<file path="config.mk">
export PLATFORM = sky130hd
export DESIGN_NAME = sig_sched
export DESIGN_NICKNAME = d
export VERILOG_FILES = /design/src/rtl/sig_sched_pkg.sv /design/src/rtl/sig_rr_arb.sv /design/src/rtl/sig_sched.sv
export SDC_FILE = /design/constraint.sdc
export NUM_CORES = 1
export LEC_CHECK = 0
export ABC_AREA = 0
export CORE_AREA = 3 3 41 43
export DETAILED_ROUTE_END_ITERATION = 12
export DIE_AREA = 0 0 44 46
export DONT_BUFFER_PORTS = 1
export HOLD_SLACK_MARGIN = 0.03
export PLACE_DENSITY = 0.77
export SLEW_MARGIN = 15
export SYNTH_ARGS = -nofsm -noshare
export SYNTH_HDL_FRONTEND = slang
export SYNTH_SLANG_ARGS = --single-unit
</file>
<file path="constraint.sdc">
create_clock -name clk -period 1.77 [get_ports clk]
set_input_delay 0.0885 -clock clk [delete_from_list [all_inputs] [get_ports clk]]
set_output_delay 0.0885 -clock clk [all_outputs]
set_load 0.02 [all_outputs]
</file>
<file path="src/rtl/sig_sched_pkg.sv">
// Shared types for the signature-cell scheduler: FSM state encoding and id width helper.
package sig_sched_pkg;

  typedef enum logic [2:0] {
    IDLE,
    LOAD,
    RUN,
    DRAIN,
    OUT
  } state_e;

  // Requester index width, never narrower than one bit.
  function automatic int id_w(input int n);
    return (n > 1) ? $clog2(n) : 1;
  endfunction

endpackage

</file>
<file path="src/rtl/sig_rr_arb.sv">
// Combinational requester arbiter; round-robin from last+1, or fixed lowest-index
// priority when SIG_SCHED_FIXED_PRIO_EN is defined (the last pointer then disappears).
module sig_rr_arb
  import sig_sched_pkg::*;
#(
  parameter int NREQ = 2,
  localparam int IDW = id_w(NREQ)
) (
  input  logic [NREQ-1:0] req,
`ifndef SIG_SCHED_FIXED_PRIO_EN
  input  logic [IDW-1:0]  last,
`endif
  output logic [NREQ-1:0] gnt,
  output logic [IDW-1:0]  idx
);

  logic found;
  int   j;

  always_comb begin
    gnt   = '0;
    idx   = '0;
    found = 1'b0;
    j     = 0;
`ifdef SIG_SCHED_FIXED_PRIO_EN
    for (int i = 0; i < NREQ; i++) begin
      j = i;
      if (!found && req[j[IDW-1:0]]) begin
        found             = 1'b1;
        gnt[j[IDW-1:0]]   = 1'b1;
        idx               = j[IDW-1:0];
      end
    end
`else
    // Walk NREQ slots starting just after the previous winner, wrapping.
    for (int i = 1; i <= NREQ; i++) begin
      j = int'(last) + i;
      if (j >= NREQ) j = j - NREQ;
      if (!found && req[j[IDW-1:0]]) begin
        found             = 1'b1;
        gnt[j[IDW-1:0]]   = 1'b1;
        idx               = j[IDW-1:0];
      end
    end
`endif
  end

endmodule

</file>
<file path="src/rtl/sig_sched.sv">
// Shares one signature keystream cell among NREQ requesters: load, clock WIDTH bits,
// return the collected word over valid/ready. Arbitration mode: SIG_SCHED_FIXED_PRIO_EN.
module sig_sched
  import sig_sched_pkg::*;
#(
  parameter int NREQ  = 2,
  parameter int WIDTH = 8,
  localparam int IDW  = id_w(NREQ),
  localparam int CW   = $clog2(WIDTH + 1)
) (
  input  logic             clk,
  input  logic             reset,
  input  logic [NREQ-1:0]  req,
  output logic             sig_ld,
  output logic             sig_en,
  input  logic             sig_q,
  output logic             out_valid,
  input  logic             out_ready,
  output logic [WIDTH-1:0] out_data,
  output logic [IDW-1:0]   out_id,
  output logic [NREQ-1:0]  done,
  output logic             busy
);

  state_e           state, state_n;
  logic [CW-1:0]    cnt;
  logic             cap;
  logic [WIDTH-1:0] shreg;
  logic [IDW-1:0]   id_q;
  logic [NREQ-1:0]  gnt;
  logic [IDW-1:0]   gnt_idx;
`ifndef SIG_SCHED_FIXED_PRIO_EN
  logic [IDW-1:0]   last;
`endif

  sig_rr_arb #(.NREQ(NREQ)) u_arb (
    .req  (req),
`ifndef SIG_SCHED_FIXED_PRIO_EN
    .last (last),
`endif
    .gnt  (gnt),
    .idx  (gnt_idx)
  );

  always_ff @(posedge clk) begin
    if (reset) begin
      state <= IDLE;
      cnt   <= '0;
      cap   <= 1'b0;
      shreg <= '0;
      id_q  <= '0;
`ifndef SIG_SCHED_FIXED_PRIO_EN
      last  <= IDW'(NREQ - 1);
`endif
    end else begin
      state <= state_n;
      // The cell registers q, so each bit lands one cycle after its enable.
      cap   <= (state == RUN);
      case (state)
        IDLE: if (|gnt) begin
          id_q <= gnt_idx;
`ifndef SIG_SCHED_FIXED_PRIO_EN
          last <= gnt_idx;
`endif
        end
        LOAD: begin
          cnt   <= '0;
          shreg <= '0;
        end
        RUN:     cnt <= cnt + 1'b1;
        default: ;
      endcase
      if (cap) shreg <= {shreg[WIDTH-2:0], sig_q};
    end
  end

  always_comb begin
    state_n   = state;
    sig_ld    = 1'b0;
    sig_en    = 1'b0;
    out_valid = 1'b0;
    busy      = 1'b1;
    done      = '0;
    case (state)
      IDLE: begin
        busy = 1'b0;
        if (|gnt) state_n = LOAD;
      end
      LOAD: begin
        sig_ld  = 1'b1;
        state_n = RUN;
      end
      RUN: begin
        sig_en = 1'b1;
        if (cnt == CW'(WIDTH - 1)) state_n = DRAIN;
      end
      DRAIN: state_n = OUT;
      OUT: begin
        out_valid = 1'b1;
        if (out_ready) begin
          done[id_q] = 1'b1;
          state_n    = IDLE;
        end
      end
      default: state_n = IDLE;
    endcase
  end

  assign out_data = shreg;
  assign out_id   = id_q;

endmodule

</file>
**Word level (Yosys, flattened, before mapping)**

Index checks and enable logic that the tools add are counted.

- Output and inout port bits: 15
- Bits in registers: 18
- Input bits: 6

- Add/sub/neg operators: 5
- $lt $le $gt $ge: 8
- Mux-type cells: 30
- Eq/ne operators: 8
- Bitwise gates (word level): 1
- Reduce and logical (&&, ||, !) cells: 11

Operators by type and width:

| operator | number |
|---|---|
| $mux 1 | 16 |
| $mux 8 | 2 |
| $pmux 3 s5 | 1 |
| $mux 3 | 3 |
| $mux 2 | 4 |
| $pmux 4 s2 | 1 |
| $eq 3x2->1 const B | 2 |
| $lt 1x2->1 const B | 3 |
| $add 4x1->4 const B | 1 |
| $eq 4x3->1 const B | 1 |
| $logic_and 1x1->1 | 4 |
| $ne 2x2->1 const B | 2 |
| $reduce_bool 2->1 | 2 |
| $add 1x2->3 const B | 1 |
| $demux 1 s1 | 3 |
| $eq 3x1->1 const B | 1 |
| $eq 3x3->1 const B | 1 |
| $ge 1x1->1 const B | 3 |
| $ge 3x2->1 const B | 1 |
| $logic_not 3->1 | 1 |
| $reduce_and 3->1 | 1 |
| $add 1x1->2 const B | 1 |
| $ge 2x2->1 const B | 1 |
| $ne 2x1->1 const B | 1 |
| 5 further kinds | 6 |

**Longest topological paths before layout**

Gate-level depths: netlist (run 1).

- Word-level depth: 13
- Gate-level depth with buffers: 6

**Modules after synthesis**

From an unflattened synthesis (run 1), not the netlist that was laid out.

- Cell total of the unflattened synthesis: 93
- Area total of the unflattened synthesis: 807.0 um^2

Modules (own cells, without submodules):

| module | area each (um^2) | cells each | times used | sequential area each (um^2) |
|---|---|---|---|---|
| sig_sched | 780.7 | 89 | 1 | 360.3 |
| sig_rr_arb | 26.3 | 4 | 1 | 0.0 |

**Least setup slack after synthesis (run 1)**

No wires, ideal clock.

- Path type: register -> output
- Start: register state[1]
- End: output done[0]
- Slack: 0.172 ns
- Required time: 1.681 ns
- Arrival: 1.509 ns
- Stages on the path, launching flop included: 5
- Buffers on the path: 1
- Cell sequence: dfxtp_1 -> buf_6 -> nor3b_1 -> nand2_1 -> nor2_1

- Word-level cells in the longest chain between the ends: 2

Ends and longest elaborated chain:

| what | RTL line | source |
|---|---|---|
| start, declared | sig_sched.sv:25 | `state_e state, state_n;` |
| start signal, assigned | sig_sched.sv:56 | `state <= state_n;` |
| $eq 3x3->1 | sig_sched.sv:84 | `case (state)` |
| $mux 2 | sig_sched.sv:84 |  |
| end, declared | sig_sched.sv:21 | `output logic [NREQ-1:0] done,` |

No other way between the ends.

**Worst setup path after layout (run 1)**

- Start: register state[1]
- End: output sig_en

- Word-level cells in the longest chain between the ends: 2

Ends and longest elaborated chain:

| what | RTL line | source |
|---|---|---|
| $eq 3x2->1 | sig_sched.sv:84 |  |
| $mux 1 | sig_sched.sv:84 |  |
| end, declared | sig_sched.sv:15 | `output logic sig_en,` |

No other way between the ends.

==> load_flow_metrics.sql, run 1 <==
INSERT INTO impl_metrics (metric_group, metric, value, unit) VALUES
('cells_and_area', 'layout-drive-gt1-share', '10.53', '%'),
('global_routing', 'grt_start_max_net_pins', '19', ''),
('cts', 'post-cts-setup-buffers', '0', ''),
('cells_and_area', 'post-route-util', '65.29', '%'),
('sta', 'post-route-min-period', '1682', 'ps'),
('yosys', 'synthDominantAreaCellType', 'dfxtp_1', ''),
('cts', 'worst_setup_hold_path_clk_slew', '100', 'ps'),
('global_routing', 'antenna_found_initial', '0', ''),
('global_routing', 'globalRouteOverflowTotal', '0', ''),
('place', 'hpwl_detailed', '979.2', 'um'),
('yosys', 'synthAdderAreaFrac', '1.585', '%'),
('cts', 'total_number_of_h_tree_levels', '1', ''),
('route', 'drt_iter0_drc', '16', ''),
('pwr', 'power.density_cell_area', '1063', 'mW/mm^2'),
('sta', 'clock-skew-final', '1.540', 'ps'),
('yosys', 'synth_xor_area_share', '1.109', '%'),
('sta', 'worst-slew-pin-transition', '670.5', 'ps'),
('route', 'route.met2.wl', '721', 'um'),
('setup_path', 'timing.critical_path.cells', 'or3b_1 -> inv_1 -> buf_4', ''),
('setup_path', 'start_kind', 'flip-flop', ''),
('route', 'wl_per_cell', '13.48', 'um'),
('yosys', 'yosysSeqAreaShare', '45.64', '%'),
('yosys', 'synth_top_family_by_area', 'simple AND/OR/NAND/NOR gates', ''),
('yosys', 'post_synth_and_or_nand_nor_area_fraction', '26.94', '%'),
('cells_and_area', 'insertedDiodeCount', '0', ''),
('sta', 'final-max-slew-violation-count', '0', ''),
('yosys', 'ys_dominant_reg_cell', 'dfxtp_1', ''),
('yosys', 'synth.net_count', '97', ''),
('route', 'dr.max_layer_used', 'met3', ''),
('route', 'routedLengthMet1', '671', 'um'),
('yosys', 'synth_area', '789.5', 'sq um'),
('cts', 'clkSinkCount', '18', ''),
('setup_path', 'crit_path_max_fanout', '9', ''),
('worst_hold_path', 'timing.hold.worst.class', 'in -> reg', ''),
('setup_path', 'critical-path-max-stage-delay', '520', 'ps'),
('yosys', 'compound_gate_fraction_of_synth_area', '16.96', '%'),
('sta', 'final_hold_viol_count', '0', ''),
('yosys', 'yosys-mux-area-fraction', '0', '%'),
('route', 'firstDrtPassIters', '4', ''),
('route', 'detailroute.via_count', '640', ''),
('global_routing', 'track_usage', '17.12', '%'),
('yosys', 'synth-edff-count', '0', ''),
('yosys', 'synth_common_cells', '18 x dfxtp_1, 13 x nand2_1, 12 x a21oi_1', ''),
('yosys', 'synthDistinctLibCells', '30', ''),
('cts', 'post_cts_hold_buffer_count', '5', ''),
('run_status', 'outcome', 'completed', ''),
('job', 'maxCapViolCount', '0', ''),
('setup_path', 'crit_buf_inv', '2', ''),
('cts', 'clock_insertion_delay_worst_skew', '290', 'ps'),
('yosys', 'async_reset_ff_share', '0', '%'),
('route', 'vias_per_cell', '5.818', ''),
('setup_path', 'critical_path.slowest_cell', 'or3b_1', ''),
('sta', 'totalNegativeSetupSlack', '0', 'ps'),
('route', 'postRouteAntennaNets', '0', ''),
('yosys', 'postSynthCellCount', '90', ''),
('setup_path', 'critical_path_arrival', '1590', 'ps'),
('route', 'drc_errors', '0', ''),
('pwr', 'worst_ir_drop_vdd', '0.6989', 'mV'),
('route', 'met3_length', '90', 'um'),
('cells_and_area', 'flow.area_growth_from_synthesis', '10.30', '%'),
('floorplan', 'initial_core_util', '59.19', '%'),
('setup_path', 'crit_path_end_kind', 'output pin', ''),
('yosys', 'synthDominantCellAreaShare', '45.64', '%'),
('setup_path', 'cpLargestDelayFamily', 'simple AND/OR/NAND/NOR gates', ''),
('yosys', 'warnings_from_yosys', '0', ''),
('cts', 'tritoncts.num_buffers', '3', ''),
('sta', 'slew_headroom', '55.15', '%'),
('floorplan', 'die_h', '46', 'um'),
('pwr', 'power_leakage', '0.3298', 'nW'),
('floorplan', 'core_area', '0.001334', 'sq mm'),
('cells_and_area', 'finalNetCount', '103', '');
[state kept, by name, summed over array words and instances, names as in the netlist]
signal and flops:
out_data 8, cnt 4, state 3, cap 1, last 1, out_id 1
[power breakdown]
| group | internal [mW] | total [mW] | leakage, nW | switching, mW |
|---|---|---|---|---|
| clock | 0.125 | 0.248 | 0.0210 | 0.123 |
| sequential | 0.436 | 0.489 | 0.146 | 0.0532 |
| combinational | 0.0739 | 0.189 | 0.163 | 0.115 |
[final timing paths]
check	from	end	slack, ps	cells after the start
max	state[1]$_SDFFE_PP0P_	sig_en	90	3
min	req[0]	last$_SDFFE_PP1P_	40	2
max reg2reg	state[1]$_SDFFE_PP0P_	cnt[2]$_SDFFE_PP0P_	270	3
min reg2reg	cnt[3]$_SDFFE_PP0P_	cnt[3]$_SDFFE_PP0P_	470	1
[layout make-up]
type | count | area (sq um)
Inverter | 4 | 15.01
Multi-Input combinational cell | 61 | 367.9
Tap cell | 15 | 18.77
Clock buffer | 4 | 36.28
Fill cell | 129 | 462.9
Sequential cell | 18 | 360.3
Timing Repair Buffer | 8 | 72.57
[cells by family (layout without fill, tap and decap cells)]
family	after synthesis	in the layout
buf+inv	11	16
compound gates	21	21
fa+ha+maj	1	1
flops	18	18
xor+xnor	1	1
simple gates	38	38
[worst register-to-register path: cells and delay by family (launching register included)]
kind               cells  cell delay (ps)
AOI/OAI and AO/OA      2              420
DFF                    1              490
and+or+nand+nor        1              520
[layout by cell type, fill, tap and decap left out]
cell type,count
and3_1,2
o31ai_1,1
o21a_1,1
o41ai_1,1
inv_1,4
or3b_2,1
o21ai_0,2
nand2b_1,1
or3b_1,1
o311a_1,1
nor2_1,3
ha_1,1
nand3b_1,9
buf_4,3
nor3b_1,1
a211oi_2,1
a32oi_1,1
nand2_1,13
a21oi_1,12
clkbuf_4,3
or4b_2,1
nand3_1,2
nand4_1,1
xnor2_1,1
dfxtp_1,18
nor3_1,3
clkbuf_8,1
dlygate4sd3_1,5
o2111ai_1,1
[through the flow]
stage | instances | total power [mW] | hold slack, ps | area (sq um) | worst slack (ps)
after global routing | 110 | 0.9831 | 93.64 | 870.8 | 4.667
after detailed placement | 101 | 0.6710 | 155.6 | 784.5 | 315.1
after floorplan | 90 | 0.6696 | 233.5 | 789.5 | 172.1
after global placement | 101 | 0.6642 | 155.1 | 784.5 | 348.5
after CTS | 110 | 0.9357 | 35.04 | 870.8 | 65.14
final | 110 | 0.9258 | 44.84 | 870.8 | 88.23
[routing by layer]
metal  up-vias  GRT usage (%)
li1        325              -
met1       294          21.10
met2        21          28.20
met3         0          5.534
met4         0          5.422
met5         -              0
Power figures use the tool's default switching activity.
==> run 2, diff against run 1 <==
--- a/config.mk
+++ b/config.mk
@@ -11,7 +11,7 @@
 export DIE_AREA = 0 0 44 46
 export DONT_BUFFER_PORTS = 1
 export HOLD_SLACK_MARGIN = 0.03
-export PLACE_DENSITY = 0.77
+export PLACE_DENSITY = 0.75
 export SLEW_MARGIN = 15
 export SYNTH_ARGS = -nofsm -noshare
 export SYNTH_HDL_FRONTEND = slang
==> load_flow_metrics.sql, run 2 (synthesized netlist as in run 1, its figures left out) <==
INSERT INTO impl_metrics (metric_group, metric, value, unit) VALUES
('route', 'vias_per_cell', '5.918', ''),
('route', 'wl_per_cell', '13.73', 'um'),
('floorplan', 'boundaryPins', '21', ''),
('sta', 'setup_viol', '0', ''),
('route', 'drc_errors', '0', ''),
('cells_and_area', 'multi_input_comb_area', '370.4', 'sq um'),
('cells_and_area', 'most-common-layout-cells', '18 x dfxtp_1, 13 x nand2_1, 12 x a21oi_1, 9 x nand3b_1, 5 x dlygate4sd3_1', ''),
('floorplan', 'rows', '13', ''),
('sta', 'fmax', '599.0', 'MHz'),
('global_routing', 'globalRouteOverflowTotal', '0', ''),
('cells_and_area', 'finalNetCount', '103', ''),
('cells_and_area', 'seq_area', '360.3', 'sq um'),
('pwr', 'power.density_cell_area', '1072', 'mW/mm^2'),
('sta', 'final-max-slew-violation-count', '0', ''),
('setup_path', 'path_class', 'reg -> out', ''),
('route', 'detailroute.via_count', '651', ''),
('pwr', 'power_report.internal_total', '0.6387', 'mW'),
('sta', 'worst-slew-pin-transition', '659.6', 'ps'),
('floorplan', 'core_area', '0.001334', 'sq mm'),
('pwr', 'power_leakage', '0.3315', 'nW'),
('cells_and_area', 'fill_cells', '121', ''),
('sta', 'totalNegativeSetupSlack', '0', 'ps'),
('cells_and_area', 'flow.area_growth_from_synthesis', '10.62', '%'),
('cts', 'total_number_of_h_tree_levels', '1', ''),
('route', 'firstDrtPassIters', '4', ''),
('pwr', 'sequentialPowerShare', '52.3', '%'),
('cells_and_area', 'insertedDiodeCount', '0', ''),
('setup_path', 'start_kind', 'flip-flop', ''),
('setup_path', 'cp_data_required_time', '1680', 'ps'),
('cells_and_area', 'layout-drive-gt1-share', '10.53', '%'),
('setup_path', 'crit_path_end_kind', 'output pin', ''),
('job', 'maxCapViolCount', '0', ''),
('global_routing', 'grt_start_max_net_pins', '19', ''),
('floorplan', 'die_h', '46', 'um'),
('global_routing', 'track_usage', '16.95', '%'),
('sta', 'final_min_period_over_clock_period', '94.31', '%'),
('route', 'drt-total-wl', '1.510', 'mm'),
('place', 'port_buffers', '0', ''),
('sta', 'post-route-min-period', '1669', 'ps'),
('sta', 'clock-skew-final', '2.698', 'ps'),
('pwr', 'worst_ir_drop_vdd', '0.4431', 'mV'),
('worst_hold_path', 'timing.hold.worst.class', 'in -> reg', ''),
('cells_and_area', 'largest_register_ffs', '8', ''),
('run_status', 'outcome', 'completed', ''),
('sta', 'final_hold_viol_count', '0', ''),
('floorplan', 'initial_core_util', '59.19', '%'),
('setup_path', 'critical_path_arrival', '1580', 'ps'),
('global_routing', 'antenna_found_initial', '0', ''),
('place', 'hpwl_detailed', '983.4', 'um'),
('sta', 'final.setup.worst_slack', '100.7', 'ps'),
('pwr', 'power.share.switching', '31.79', '%'),
('cts', 'tritoncts.num_buffers', '3', ''),
('global_routing', 'wire_length_of_the_first_global_routing_pass', '2.477', 'mm'),
('route', 'postRouteAntennaNets', '0', ''),
('sta', 'slew_headroom', '55.88', '%'),
('cells_and_area', 'final_cell_area_excluding_filler_cells', '873.3', 'sq um'),
('floorplan', 'fp.dieW', '44', 'um'),
('cts', 'post-cts-setup-buffers', '0', ''),
('place', 'post_dp_cell_area', '784.5', 'sq um'),
('pwr', 'comb_power_share', '20.6', '%'),
('pwr', 'switching_power', '0.2976', 'mW'),
('global_routing', 'number_of_global_route_vias_before_repair', '582', ''),
('place', 'globalplace.congestion', '0.7113', ''),
('cts', 'ctsLongestPathBuffers', '2', ''),
('cts', 'cts_tree', 'done', ''),
('cts', 'clock_insertion_delay_worst_skew', '290', 'ps'),
('cts', 'clk_root_buffer_cell', 'clkbuf_4', ''),
('pwr', 'power.share.clock', '27.2', '%'),
('setup_path', 'r2r_slack', '260', 'ps'),
('setup_path', 'crit_path_max_fanout', '9', ''),
('floorplan', 'die-area', '0.002024', 'sq mm'),
('cts', 'clkSinkCount', '18', ''),
('place', 'dp_worst_setup_slack', '296.6', 'ps'),
('route', 'drt_iter0_drc', '13', ''),
('cells_and_area', 'final_common_cell', 'dfxtp_1', ''),
('cts', 'worst_setup_hold_path_clk_slew', '100', 'ps');
## run 2: cell types whose count changed in the layout (fill, tap and decap cells not counted)
cell    previous run  this run
or3b_4             0         1
or3b_2             1         0
## run 2: power by group through the flow
stage               clock network (mW)  registers [mW]  logic [mW]
CTS                              0.261           0.489       0.191
global placement                     0           0.495       0.170
finish                           0.254           0.489       0.193
detailed placement                   0           0.498       0.174
global route                     0.278           0.497       0.215
floorplan                            0           0.468       0.202
## run 2: repair_timing
action                                 in CTS  in global routing
setup endpoints to repair                   0                  1
endpoints found under the hold margin      18                  0
gates resized for setup                     0                  1
hold buffers                                5                  0
## run 2: metrics by stage
step	instances	power, mW	hold slack (ps)	utilization (%)
2_1_floorplan	90	0.6696	233.5	-
3_3_place_gp	101	0.6653	155.1	58.82
3_5_place_dp	101	0.6720	157.0	58.82
4_1_cts	110	0.9405	107.4	65.29
5_1_grt	110	0.9894	135.3	65.48
6_report	110	0.9363	108.8	65.48
## run 2: final timing paths
kind | startpoint | to | depth (start not counted)
max | state[1]$_SDFFE_PP0P_ | sig_en | 3
min | req[0] | out_id$_SDFFE_PP0P_ | 3
max reg2reg | state[1]$_SDFFE_PP0P_ | cnt[1]$_SDFFE_PP0P_ | 5
min reg2reg | cnt[3]$_SDFFE_PP0P_ | cnt[3]$_SDFFE_PP0P_ | 1
## run 2: worst max-delay path, stage by stage (launching register included)
cell	delay (ps)
dfxtp_1	490
or3b_1	520
inv_1	120
buf_4	150
## run 2: layout make-up
type	instances	area share, %
clock buffer	4	4.155
inverter	4	1.719
multi-input combinational	61	42.41
sequential	18	41.26
tap	15	2.149
timing repair buffer	8	8.309
## run 2: per-layer routing
| metal | GRT usage, % | share of wire [%] | vias up |
|---|---|---|---|
| met5 | 0 | 0 | - |
| li1 | - | - | 328 |
| met3 | 5.534 | 7.0 | 5 |
| met2 | 24.71 | 43 | 25 |
| met1 | 21.34 | 47 | 293 |
| met4 | 10.84 | 2.7 | 0 |
==> run 3, diff against run 2 <==
--- a/config.mk
+++ b/config.mk
@@ -6,9 +6,9 @@
 export NUM_CORES = 1
 export LEC_CHECK = 0
 export ABC_AREA = 0
-export CORE_AREA = 3 3 41 43
+export CORE_AREA = 2 2 40 42
 export DETAILED_ROUTE_END_ITERATION = 12
-export DIE_AREA = 0 0 44 46
+export DIE_AREA = 0 0 42 44
 export DONT_BUFFER_PORTS = 1
 export HOLD_SLACK_MARGIN = 0.03
 export PLACE_DENSITY = 0.75
==> load_flow_metrics.sql, run 3 (synthesized netlist as in run 1, its figures left out) <==
INSERT INTO impl_metrics (metric_group, metric, value, unit) VALUES
('run_status', 'outcome', 'completed', ''),
('setup_path', 'cp_data_required_time', '1680', 'ps'),
('cells_and_area', 'insertedDiodeCount', '0', ''),
('route', 'postRouteAntennaNets', '0', ''),
('route', 'firstDrtPassIters', '4', ''),
('global_routing', 'wire_length_of_the_first_global_routing_pass', '2.325', 'mm'),
('route', 'vias_per_cell', '5.802', ''),
('floorplan', 'fp.dieW', '42', 'um'),
('setup_path', 'worstReg2RegStart', 'state[1]$_SDFFE_PP0P_', ''),
('route', 'drt_iter0_drc', '11', ''),
('setup_path', 'critical_path.slowest_cell', 'or3b_2', ''),
('floorplan', 'die_h', '44', 'um'),
('setup_path', 'path_class', 'reg -> out', ''),
('route', 'detailroute.via_count', '644', ''),
('cts', 'cts_tree', 'done', ''),
('sta', 'setup_viol', '0', ''),
('sta', 'post-route-min-period', '1678', 'ps'),
('setup_path', 'critical_path_arrival', '1590', 'ps'),
('sta', 'fmax', '595.8', 'MHz'),
('cts', 'clkSinkCount', '18', ''),
('setup_path', 'timing.critical_path.cells', 'or3b_2 -> inv_1', ''),
('sta', 'worst-slew-pin-transition', '666.7', 'ps'),
('sta', 'fin_worst_hold_slack', '33.79', 'ps'),
('global_routing', 'track_usage', '16.80', '%'),
('sta', 'final_min_period_over_clock_period', '94.82', '%'),
('floorplan', 'boundaryPins', '21', ''),
('global_routing', 'antenna_found_initial', '0', ''),
('setup_path', 'crit_path_end_kind', 'output pin', ''),
('pwr', 'worst_ir_drop_vdd', '0.6289', 'mV'),
('sta', 'totalNegativeSetupSlack', '0', 'ps'),
('cells_and_area', 'most-common-layout-cells', '18 x dfxtp_1, 13 x nand2_1, 12 x a21oi_1, 9 x nand3b_1, 5 x dlygate4sd3_1', ''),
('route', 'drt-total-wl', '1.403', 'mm'),
('cells_and_area', 'finalNetCount', '103', ''),
('setup_path', 'critical-path-max-stage-delay', '620', 'ps'),
('floorplan', 'initial_core_util', '55.64', '%'),
('cts', 'clock_insertion_delay_worst_skew', '290', 'ps'),
('route', 'drc_errors', '0', ''),
('cts', 'worst_setup_hold_path_clk_slew', '100', 'ps'),
('cts', 'post-cts-setup-buffers', '0', ''),
('sta', 'grt_setup_unrepaired', 'no', ''),
('place', 'hpwl_detailed', '936.5', 'um'),
('cts', 'total_number_of_h_tree_levels', '1', ''),
('setup_path', 'start_kind', 'flip-flop', ''),
('floorplan', 'die-area', '0.001848', 'sq mm'),
('place', 'globalplace.congestion', '0.7355', ''),
('sta', 'final-max-slew-violation-count', '0', ''),
('floorplan', 'core_area', '0.001419', 'sq mm'),
('pwr', 'power_leakage', '0.3298', 'nW'),
('cts', 'clk_root_buffer_cell', 'clkbuf_4', ''),
('sta', 'slew_headroom', '55.40', '%'),
('setup_path', 'crit_path_max_fanout', '13', ''),
('setup_path', 'worst_setup_path_startpoint', 'state[0]$_SDFFE_PP0P_', ''),
('route', 'wl_per_cell', '12.64', 'um'),
('cells_and_area', 'layout-drive-gt1-share', '10.53', '%'),
('cts', 'tritoncts.num_buffers', '3', ''),
('worst_hold_path', 'hp-start', 'req[0]', ''),
('cells_and_area', 'flow.area_growth_from_synthesis', '10.46', '%'),
('job', 'maxCapViolCount', '0', ''),
('cts', 'ctsLongestPathBuffers', '2', ''),
('pwr', 'power.density_cell_area', '1057', 'mW/mm^2'),
('sta', 'final_hold_viol_count', '0', ''),
('global_routing', 'number_of_global_route_vias_before_repair', '532', ''),
('global_routing', 'grt_start_max_net_pins', '19', ''),
('sta', 'clock-skew-final', '1.550', 'ps'),
('place', 'port_buffers', '0', ''),
('cells_and_area', 'final_common_cell', 'dfxtp_1', ''),
('worst_hold_path', 'timing.hold.worst.class', 'in -> reg', ''),
('cells_and_area', 'largest_register_ffs', '8', ''),
('floorplan', 'rows', '14', ''),
('global_routing', 'globalRouteOverflowTotal', '0', '');
## run 3: worst max-delay path, delay by kind of cell (launching register included)
family                 cells  cell delay, ps
flip-flops                 1             470
buffers and inverters      1             210
AND/OR/NAND/NOR            1             620
## run 3: per-layer routing
layer / vias up / GRT usage (%) / routed length (um)
met4: 0 / 9.677 / 24
li1: 327 / - / -
met2: 21 / 25.62 / 633
met1: 292 / 22.31 / 662
met3: 4 / 3.333 / 83
met5: - / 0 / 0
## run 3: report_power, final
part	internal (mW)	total [mW]	switching (mW)
Clock	0.125	0.250	0.125
Sequential	0.436	0.489	0.0534
Combinational	0.0734	0.183	0.109
## run 3: worst paths after layout
| path | slack, ps | cells after the start | to |
|---|---|---|---|
| setup / recovery | 90 | 2 | sig_ld |
| hold / removal | 30 | 3 | out_id$_SDFFE_PP0P_ |
| setup reg to reg | 280 | 3 | cnt[2]$_SDFFE_PP0P_ |
| hold reg to reg | 490 | 1 | cnt[3]$_SDFFE_PP0P_ |
## run 3: cell type report
| class | instances | area [sq um] |
|---|---|---|
| multi-input cells | 61 | 367.9 |
| clock buffers | 4 | 36.28 |
| inverters | 4 | 15.01 |
| repair buffers | 8 | 72.57 |
| fillers | 129 | 546.8 |
| well taps | 16 | 20.02 |
| flip-flops and latches | 18 | 360.3 |
## run 3: timing repair
action,CTS,global route
resized for setup,0,0
hold buffers,5,0
hold endpoints to repair,18,0
## run 3: metrics by stage
step	instances	total power, mW	instance area [sq um]	util, %	setup slack, ps
detailed placement	102	0.6674	785.8	55.38	305.0
finish	111	0.9218	872.1	61.46	91.60
global route	111	0.9679	872.1	61.46	21.66
CTS	111	0.9314	872.1	61.46	81.58
floorplan	90	0.6696	789.5	-	172.1
global placement	102	0.6632	785.8	55.38	357.8
